<file path="src/rtl/ov7670_tx_pkg.sv">
// rtl/ov7670_tx_pkg.sv - shared types and RGB444 byte helper for the OV7670 emulator
package ov7670_tx_pkg;

  typedef enum logic [2:0] {
    S_IDLE,
    S_VSYNC,
    S_VBACK,
    S_ACTIVE,
    S_VFRONT
  } tx_state_t;

  typedef enum logic [1:0] {
    PAT_SOLID,
    PAT_RAMP,
    PAT_CHECKER,
    PAT_BOX
  } pattern_t;

  // Byte 0 of a pixel carries R in the low nibble, byte 1 carries {G, B}.
  function automatic logic [7:0] rgb444_byte(input logic [3:0] v, input logic phase);
    return phase ? {v, v} : {4'h0, v};
  endfunction

endpackage

</file>
<file path="src/rtl/ov7670_tx_pattern.sv">
// rtl/ov7670_tx_pattern.sv - maps pixel position, byte phase and latched pattern to the d byte
module ov7670_tx_pattern
  import ov7670_tx_pkg::*;
#(
  parameter int BOX_SIZE = 32
) (
  input  logic [9:0] x,
  input  logic [9:0] y,
  input  logic       phase,
  input  pattern_t   pattern,
  input  logic [9:0] box_x,
  input  logic [9:0] box_y,
  output logic [7:0] d
);

  logic [10:0] x_end;
  logic [10:0] y_end;
  logic        in_box;
  logic [3:0]  v;

  always_comb begin
    // 11-bit bounds so a box hanging off the right/bottom edge clips instead of wrapping.
    x_end  = {1'b0, box_x} + 11'(BOX_SIZE);
    y_end  = {1'b0, box_y} + 11'(BOX_SIZE);
    in_box = (x >= box_x) && ({1'b0, x} < x_end) && (y >= box_y) && ({1'b0, y} < y_end);
    case (pattern)
      PAT_SOLID:   v = 4'h8;
      PAT_RAMP:    v = x[7:4];
      PAT_CHECKER: v = (x[5] ^ y[5]) ? 4'hF : 4'h0;
      default:     v = in_box ? 4'hF : 4'h0;
    endcase
    d = rgb444_byte(v, phase);
  end

endmodule

</file>
<file path="src/rtl/ov7670_tx.sv">
// rtl/ov7670_tx.sv - OV7670 camera emulator top: timing FSM, PCLK/line counters, frame-start latches
// Optional OV7670_TX_MOVING_BOX_EN: box position register advances (+1,+1) after every frame.
module ov7670_tx
  import ov7670_tx_pkg::*;
#(
  parameter int H_ACTIVE    = 640,
  parameter int V_ACTIVE    = 480,
  parameter int H_BLANK     = 288,
  parameter int VSYNC_LINES = 3,
  parameter int V_BACK      = 17,
  parameter int V_FRONT     = 10,
  parameter int BOX_SIZE    = 32
) (
  input  logic        clk,
  input  logic        rst_n,
  input  logic        enable,
  input  logic [1:0]  pattern_sel,
  input  logic [9:0]  box_x,
  input  logic [9:0]  box_y,
  output logic        pclk,
  output logic        vsync,
  output logic        href,
  output logic [7:0]  d,
  output logic        frame_done,
  output logic [15:0] frame_count,
  output logic        busy
);

  localparam logic [15:0] LINE_LAST   = 16'(2 * H_ACTIVE + H_BLANK - 1);
  localparam logic [15:0] HREF_END    = 16'(2 * H_ACTIVE);
  localparam logic [15:0] VSYNC_LAST  = 16'(VSYNC_LINES - 1);
  localparam logic [15:0] VBACK_LAST  = 16'(V_BACK - 1);
  localparam logic [15:0] ACTIVE_LAST = 16'(V_ACTIVE - 1);
  localparam logic [15:0] VFRONT_LAST = 16'(V_FRONT - 1);

  tx_state_t   state, n_state;
  logic [15:0] h_cnt, n_h;
  logic [15:0] line_cnt, n_line;
  logic [15:0] line_last;
  logic        last_frame;
  logic        start_frame;
  pattern_t    pat_q;
  logic [9:0]  box_xq, box_yq;
  logic [7:0]  pat_d;

  // Next position in the frame; registered outputs are derived from it so they
  // line up with the PCLK period that begins on this falling edge.
  always_comb begin
    n_state    = state;
    n_h        = h_cnt;
    n_line     = line_cnt;
    last_frame = 1'b0;
    case (state)
      S_VSYNC:  line_last = VSYNC_LAST;
      S_VBACK:  line_last = VBACK_LAST;
      S_ACTIVE: line_last = ACTIVE_LAST;
      default:  line_last = VFRONT_LAST;
    endcase
    if (state == S_IDLE) begin
      if (enable) begin
        n_state = S_VSYNC;
        n_h     = 16'h0;
        n_line  = 16'h0;
      end
    end else if (h_cnt == LINE_LAST) begin
      n_h = 16'h0;
      if (line_cnt == line_last) begin
        n_line = 16'h0;
        case (state)
          S_VSYNC:  n_state = S_VBACK;
          S_VBACK:  n_state = S_ACTIVE;
          S_ACTIVE: n_state = S_VFRONT;
          default: begin
            last_frame = 1'b1;
            n_state    = enable ? S_VSYNC : S_IDLE;
          end
        endcase
      end else begin
        n_line = line_cnt + 16'h1;
      end
    end else begin
      n_h = h_cnt + 16'h1;
    end
    start_frame = (n_state == S_VSYNC) && (state != S_VSYNC);
  end

  ov7670_tx_pattern #(
    .BOX_SIZE(BOX_SIZE)
  ) u_pattern (
    .x      (n_h[10:1]),
    .y      (n_line[9:0]),
    .phase  (n_h[0]),
    .pattern(pat_q),
    .box_x  (box_xq),
    .box_y  (box_yq),
    .d      (pat_d)
  );

`ifdef OV7670_TX_MOVING_BOX_EN
  function automatic logic [9:0] step_pos(input logic [9:0] p, input logic [10:0] limit);
    logic [10:0] nxt;
    nxt = {1'b0, p} + 11'd1;
    return ((nxt + 11'(BOX_SIZE)) > limit) ? 10'd0 : nxt[9:0];
  endfunction
`endif

  always_ff @(posedge clk or negedge rst_n) begin
    if (!rst_n) begin
      pclk        <= 1'b0;
      vsync       <= 1'b0;
      href        <= 1'b0;
      d           <= 8'h00;
      frame_done  <= 1'b0;
      frame_count <= 16'h0;
      busy        <= 1'b0;
      state       <= S_IDLE;
      h_cnt       <= 16'h0;
      line_cnt    <= 16'h0;
      pat_q       <= PAT_SOLID;
      box_xq      <= 10'd0;
      box_yq      <= 10'd0;
    end else begin
      pclk       <= ~pclk;
      frame_done <= 1'b0;
      // pclk high now means this edge takes it low: the only edge outputs may move on.
      if (pclk) begin
        state    <= n_state;
        h_cnt    <= n_h;
        line_cnt <= n_line;
        busy     <= (n_state != S_IDLE);
        vsync    <= (n_state == S_VSYNC);
        href     <= (n_state == S_ACTIVE) && (n_h < HREF_END);
        d        <= ((n_state == S_ACTIVE) && (n_h < HREF_END)) ? pat_d : 8'h00;
        if (last_frame) begin
          frame_done  <= 1'b1;
          frame_count <= frame_count + 16'h1;
        end
        if (start_frame) pat_q <= pattern_t'(pattern_sel);
`ifdef OV7670_TX_MOVING_BOX_EN
        if (state == S_IDLE && n_state == S_VSYNC) begin
          box_xq <= box_x;
          box_yq <= box_y;
        end else if (last_frame) begin
          box_xq <= step_pos(box_xq, 11'(H_ACTIVE));
          box_yq <= step_pos(box_yq, 11'(V_ACTIVE));
        end
`else
        if (start_frame) begin
          box_xq <= box_x;
          box_yq <= box_y;
        end
`endif
      end
    end
  end

endmodule

</file>
<file path="config.mk">
export PLATFORM = sky130hd
export DESIGN_NAME = ov7670_tx
export DESIGN_NICKNAME = d
export VERILOG_FILES = /design/src/rtl/ov7670_tx_pkg.sv /design/src/rtl/ov7670_tx_pattern.sv /design/src/rtl/ov7670_tx.sv
export SDC_FILE = /design/constraint.sdc
export NUM_CORES = 1
export LEC_CHECK = 0
export ABC_AREA = 1
export CAP_MARGIN = 0
export CORE_ASPECT_RATIO = 1.5
export CORE_MARGIN = 2
export CORE_UTILIZATION = 50
export DETAILED_ROUTE_END_ITERATION = 8
export GPL_TIMING_DRIVEN = 0
export PLACE_DENSITY_LB_ADDON = 0.3
export SYNTH_ARGS = -nofsm -noshare
export SYNTH_HDL_FRONTEND = slang
export SYNTH_SLANG_ARGS = --single-unit
</file>
<file path="constraint.sdc">
create_clock -name clk -period 9.45 [get_ports clk]
set_clock_uncertainty 0.1 [all_clocks]
set_input_delay 1.4175 -clock clk [delete_from_list [all_inputs] [get_ports clk]]
set_output_delay 1.4175 -clock clk [all_outputs]
set_load 0.01 [all_outputs]
</file>
# == Word-level counts from Yosys, hierarchy flattened ==
# Cells that the tools add are included.
# op_classes
mux,25
n_addsub,5
n_bitwise,2
n_eq_ne,11
magnitude_cmp,5
reduce_logical,13
# ops
operator,n
$mux W16,7
$add A16 B1 Y16 const B,3
$pmux W9 S3,1
$add A10 B6 Y11 const B,2
$lt A10 B11 Y1,2
$ge A10 B10 Y1,2
$eq A16 B11 Y1 const B,1
$eq A16 B16 Y1,1
$lt A16 B11 Y1 const B,1
$mux W8,2
$mux W3,4
$pmux W4 S3,1
$eq A3 B2 Y1 const B,3
$pmux W3 S3,1
$mux W4,2
$mux W1,7
$eq A3 B1 Y1 const B,2
$logic_and A1 B1 Y1,5
$reduce_and A2 Y1,2
$logic_not A3 Y1,1
$ne A3 B1 Y1 const B,1
$reduce_and A3 Y1,1
$reduce_bool A3 Y1,1
$reduce_or A3 Y1,1
other kinds (7),7
# word_totals
inputBits,25
output_inout_bits,29
register_bits,86
wordCells,75

# == Longest topological paths before layout ==
# depth
depth_word,13
depth_mapped,25
depth_no_buf,25

# == By module ==
# Synthesis repeated with hierarchy kept, for this count alone.
# hier_totals
hier_cells,891
area_unflattened_um2,6242.2
# modules_own_cells
mod,seq_area_each_um2,cells_per_inst,area_each_um2,instances
ov7670_tx,2152.1,686,5056.1,1
ov7670_tx_pattern,0.0,205,1186.1,1

# == Worst setup path after synthesis ==
# No wires, ideal clock.
# synth_path
path_kind,input port to flip-flop
startpoint,in enable
endpoint,reg d[3]
path_stages,16
n_path_buf,1
t_arrival_ns,3.299
setup_ns,0.077
slack_ns,5.975
cell_sequence,nor2_1 > inv_2 > clkbuf_1 > o21ai_0 > ha_1 > nand2_1 > nor2_1 > nor3b_1 > nor2_1 > nor2_1 > nand3_1 > nor2_1 > nor2_1 > nor2_1 > nand3_1 > o21ai_1
# synth_via
word_cells_on_any_way,26
classes_between,order compare (5); eq/ne (1); mux (15); bitwise (1); reduce/logical (4)
# synth_rtl
item,line_no,text
from (decl),ov7670_tx.sv:16,"input logic enable,"
$mux W16 (*),ov7670_tx.sv:60,if (enable) begin
$mux W16 (*),ov7670_tx.sv:59,if (state == S_IDLE) begin
net n_line[6],ov7670_tx.sv:38,"logic [15:0] line_cnt, n_line;"
$ge A10 B10 Y1,ov7670_tx_pattern.sv:25,"in_box = (x >= box_x) && ({1'b0, x} < x_end) && (y >= box_y) && ({1'b0, y} < y_end);"
$logic_and A1 B1 Y1,ov7670_tx_pattern.sv:25,
$logic_and A1 B1 Y1 (*),ov7670_tx_pattern.sv:25,
$mux W4 (*),ov7670_tx_pattern.sv:30,default: v = in_box ? 4'hF : 4'h0;
$pmux W4 S3 (*),ov7670_tx_pattern.sv:26,case (pattern)
$mux W8 (*),ov7670_tx_pkg.sv:21,"return phase ? {v, v} : {4'h0, v};"
$mux W8 (*),ov7670_tx.sv:133,d <= ((n_state == S_ACTIVE) && (n_h < HREF_END)) ? pat_d : 8'h00;
to (signal assigned),ov7670_tx.sv:133,
to (decl),ov7670_tx.sv:23,"output logic [7:0] d,"
# Mark *: on every way through the listed nets, which the timed path passes. The rest lies on a longest branch. The select of a mux whose other input is x is not followed.
# A chain may end at the register's enable or synchronous reset.

# == Final worst setup path ==
# layout_path
startpoint,in enable
endpoint,reg d[3]
# layout_via
elab_chain_len,10
word_cells_on_any_way,26
classes_between,order compare (5); eq/ne (1); mux (15); bitwise (1); reduce/logical (4)
# layout_lines
item,line_no,text
$mux W16 (*),ov7670_tx.sv:60,
$mux W16 (*),ov7670_tx.sv:59,
net n_h[5],ov7670_tx.sv:37,"logic [15:0] h_cnt, n_h;"
$lt A10 B11 Y1 or $ge A10 B10 Y1 (tied branches),ov7670_tx_pattern.sv:25,
$logic_and A1 B1 Y1 (3 in a row),ov7670_tx_pattern.sv:25,
$mux W4,ov7670_tx_pattern.sv:30,
$pmux W4 S3,ov7670_tx_pattern.sv:26,
$mux W8,ov7670_tx_pkg.sv:21,
$mux W8 (*),ov7670_tx.sv:133,
# Marked as above.

==> impl_metrics.py <==
metrics = {
    "status": {
        "outcome": "complete, no violations",
    },
    "timing": {
        "fmax_ghz": 0.219,
        "slew_headroom_pct": 50.8,
        "hold_slack_ns": 0.375,
        "hold_viol": 0,
        "finalSetupViolCount": 0,
        "tightest_slew_ns": 0.731,
        "setup_ws_ns": 4.88,
        "slew_violations": 0,
        "fin_crit_sh_pct": 48.3,
        "rsz0062_at_grt": "no",
        "period_needed_ns": 4.57,
        "setup_tns_ns": 0,
    },
    "hold_path": {
        "hp-class": "reg -> reg",
    },
    "clocking": {
        "hold_buffers": 0,
        "cts.reportedPaths.clkPinSlew_ns": 0.07,
        "clk_path_buf_depth": 2,
        "h-tree-depth": 3,
        "cts_setup_buffers": 0,
        "clock_sinks": 86,
        "clockRootBuffer": "clkbuf_16",
        "cts.repair.resized": 0,
        "clkLatencyLatePin_ns": 0.34,
        "cts_buffers": 9,
        "cts_tree": "yes",
    },
    "route": {
        "viasPerCell": 5.48,
        "num_vias": 5717,
        "wl_met3_um": 518,
        "route.met2.wl_um": 8040,
        "wl_met1_um": 6190,
        "drtIter0Drc": 290,
        "wl_per_cell_um": 14.7,
        "drc": 0,
        "top_layer": "met4",
        "wl_um": 15400,
        "dr.pass1.iters": 5,
        "ant_nets": 0,
    },
    "critical_path": {
        "worstSetupPathType": "in -> reg",
        "worstPathArrival_ns": 4.73,
        "required_ns": 9.62,
        "path_max_fanout": 10,
        "cp-end-kind": "register",
        "worst_setup_path_start_kind": "primary input",
    },
    "place": {
        "dpl.hpwl_um": 11700,
        "gp_congestion": 0.955,
        "place.port_buffers": 53,
        "dp_slack_ns": 4.56,
    },
    "synthesis": {
        "synth_seq_cells": 86,
        "synthCells": 823,
        "synth_area_per_cell_sq_um": 7.20,
        "ys_types": 41,
        "synth_top_area_cell": "dfrtp_1",
        "yosys_warnings": 0,
        "synthTopCellsByArea": "dfrtp_1, nand2_1, ha_1, inv_1, nand3_1",
        "synth_area_sq_um": 5930,
        "yosysSeqAreaShare_pct": 36.3,
        "syn_nets": 883,
        "synth_top_area_share_pct": 36.3,
    },
    "global_routing": {
        "grt_max_degree": 50,
        "grt_pass1_vias": 5569,
        "antenna_found_initial": 0,
        "grt.total_usage_pct": 25.6,
        "grt_pass1_wl_um": 25900,
        "overflow": 0,
    },
    "floorplan": {
        "initial_utilization_pct": 51.4,
        "num_rows": 48,
        "coreArea_sq_um": 11500,
        "pin_count": 54,
        "die_width_um": 92.9,
        "die-area_sq_um": 12800,
        "die_h_um": 137,
    },
    "final_layout": {
        "area_growth_pct": 17.6,
        "regArea_sq_um": 2150,
        "final_cell_mix": "nand2_1, inv_1, dfrtp_1",
        "multi_input_area_sq_um": 3260,
        "mostFrequentLayoutCell": "nand2_1",
        "fillers": 1095,
        "nNetsFinal": 948,
        "diodes": 0,
        "layout-drive-gt1-share_pct": 5.82,
    },
    "job": {
        "max_cap_violations": 0,
    },
    "power_and_ir_drop": {
        "p_leak_nw": 3.43,
        "pwr_density_cell_nw_per_um2": 108,
        "vdd_drop_max_uv": 85.7,
    },
}
[sequential cells by signal (all words and copies together) (netlist names)]
signal       count
d                8
frame_count     16
box_yq          10
state            3
h_cnt           16
busy             1
line_cnt        16
frame_done       1
href             1
pclk             1
pat_q            2
vsync            1
box_xq          10
[path summary, 6_finish.rpt]
kind	endpoint	start	depth (start not counted)	slack [ns]
setup / recovery	d[3]	enable	16	4.88
hold / removal	box_xq[3]	box_xq[3]	2	0.38
setup reg to reg	d[3]	h_cnt[0]	22	5.41
hold reg to reg	box_xq[3]	box_xq[3]	2	0.38
max in group asynchronous	state[1]	rst_n	2	7.67
min in group asynchronous	pat_q[0]	rst_n	1	0.96
[per-layer routing]
layer	up-vias	global-route usage, %
met5	-	0
met4	0	13.2
met3	40	3.45
met2	131	45.7
met1	2693	29.8
li1	2853	-
[synthesized netlist by cell type (all sizes together)]
master	instances
nand2	219
inv	110
dfrtp	86
nor2	84
nand3	78
o21ai	52
ha	35
nand4	28
o22ai	22
xor2	20
a21oi	18
nor3	16
clkbuf	11
nor4	8
xnor2	7
buf	6
o21a	4
nor3b	3
o211ai	3
o31ai	3
a21o	2
a31oi	2
o21bai	2
a21boi	1
a2bb2oi	1
clkinv	1
nand3b	1
[metrics by stage]
step / power (W) / utilization, % / cell area (sq um) / std cells
after floorplan: 0.000375 / - / 5930 / 823
after global placement: 0.000393 / 57.6 / 6650 / 1026
after detailed placement: 0.000394 / 57.9 / 6670 / 1027
after CTS: 0.000759 / 60.5 / 6970 / 1043
after global routing: 0.000779 / 60.5 / 6970 / 1043
final: 0.000754 / 60.5 / 6970 / 1043
[power by group]
part	switching, W	leakage (nW)	internal [W]
Clock	0.000159	0.147	0.000208
Sequential	0	1.09	0.000368
Combinational	0.00000893	2.19	0.00000974
[worst max-delay path: stages]
cell,delay [ns]
clkdlybuf4s50_1,0.45
nor2_1,0.47
inv_2,0.24
o21ai_0,0.44
ha_1,0.33
a21oi_1,0.16
nor2_1,0.06
nor3_1,0.22
nor2_1,0.10
nor2_1,0.14
nand3_1,0.08
nor2_1,0.14
nor2_1,0.09
nor2_1,0.10
nand3_1,0.13
o21ai_1,0.16
[cells by family after synthesis]
group,after synthesis,synth area share [%]
buffers and inverters,128,8.65
XOR/XNOR,27,3.99
AND/OR/NAND/NOR,437,33.2
flip-flops,86,36.3
AO/OA/AOI/OAI,110,10.5
adder cells (fa/ha/maj),35,7.39
[area by class of cell]
type	instances	area share, %
plain buffers	17	1.38
clock inverters	7	1.11
repair buffers	54	7.97
flip-flops and latches	86	30.9
clock buffers	9	3.23
inverters	111	5.97
multi-input cells	609	46.8
well taps	150	2.69
Note: power is estimated with default switching activity, not from simulation.
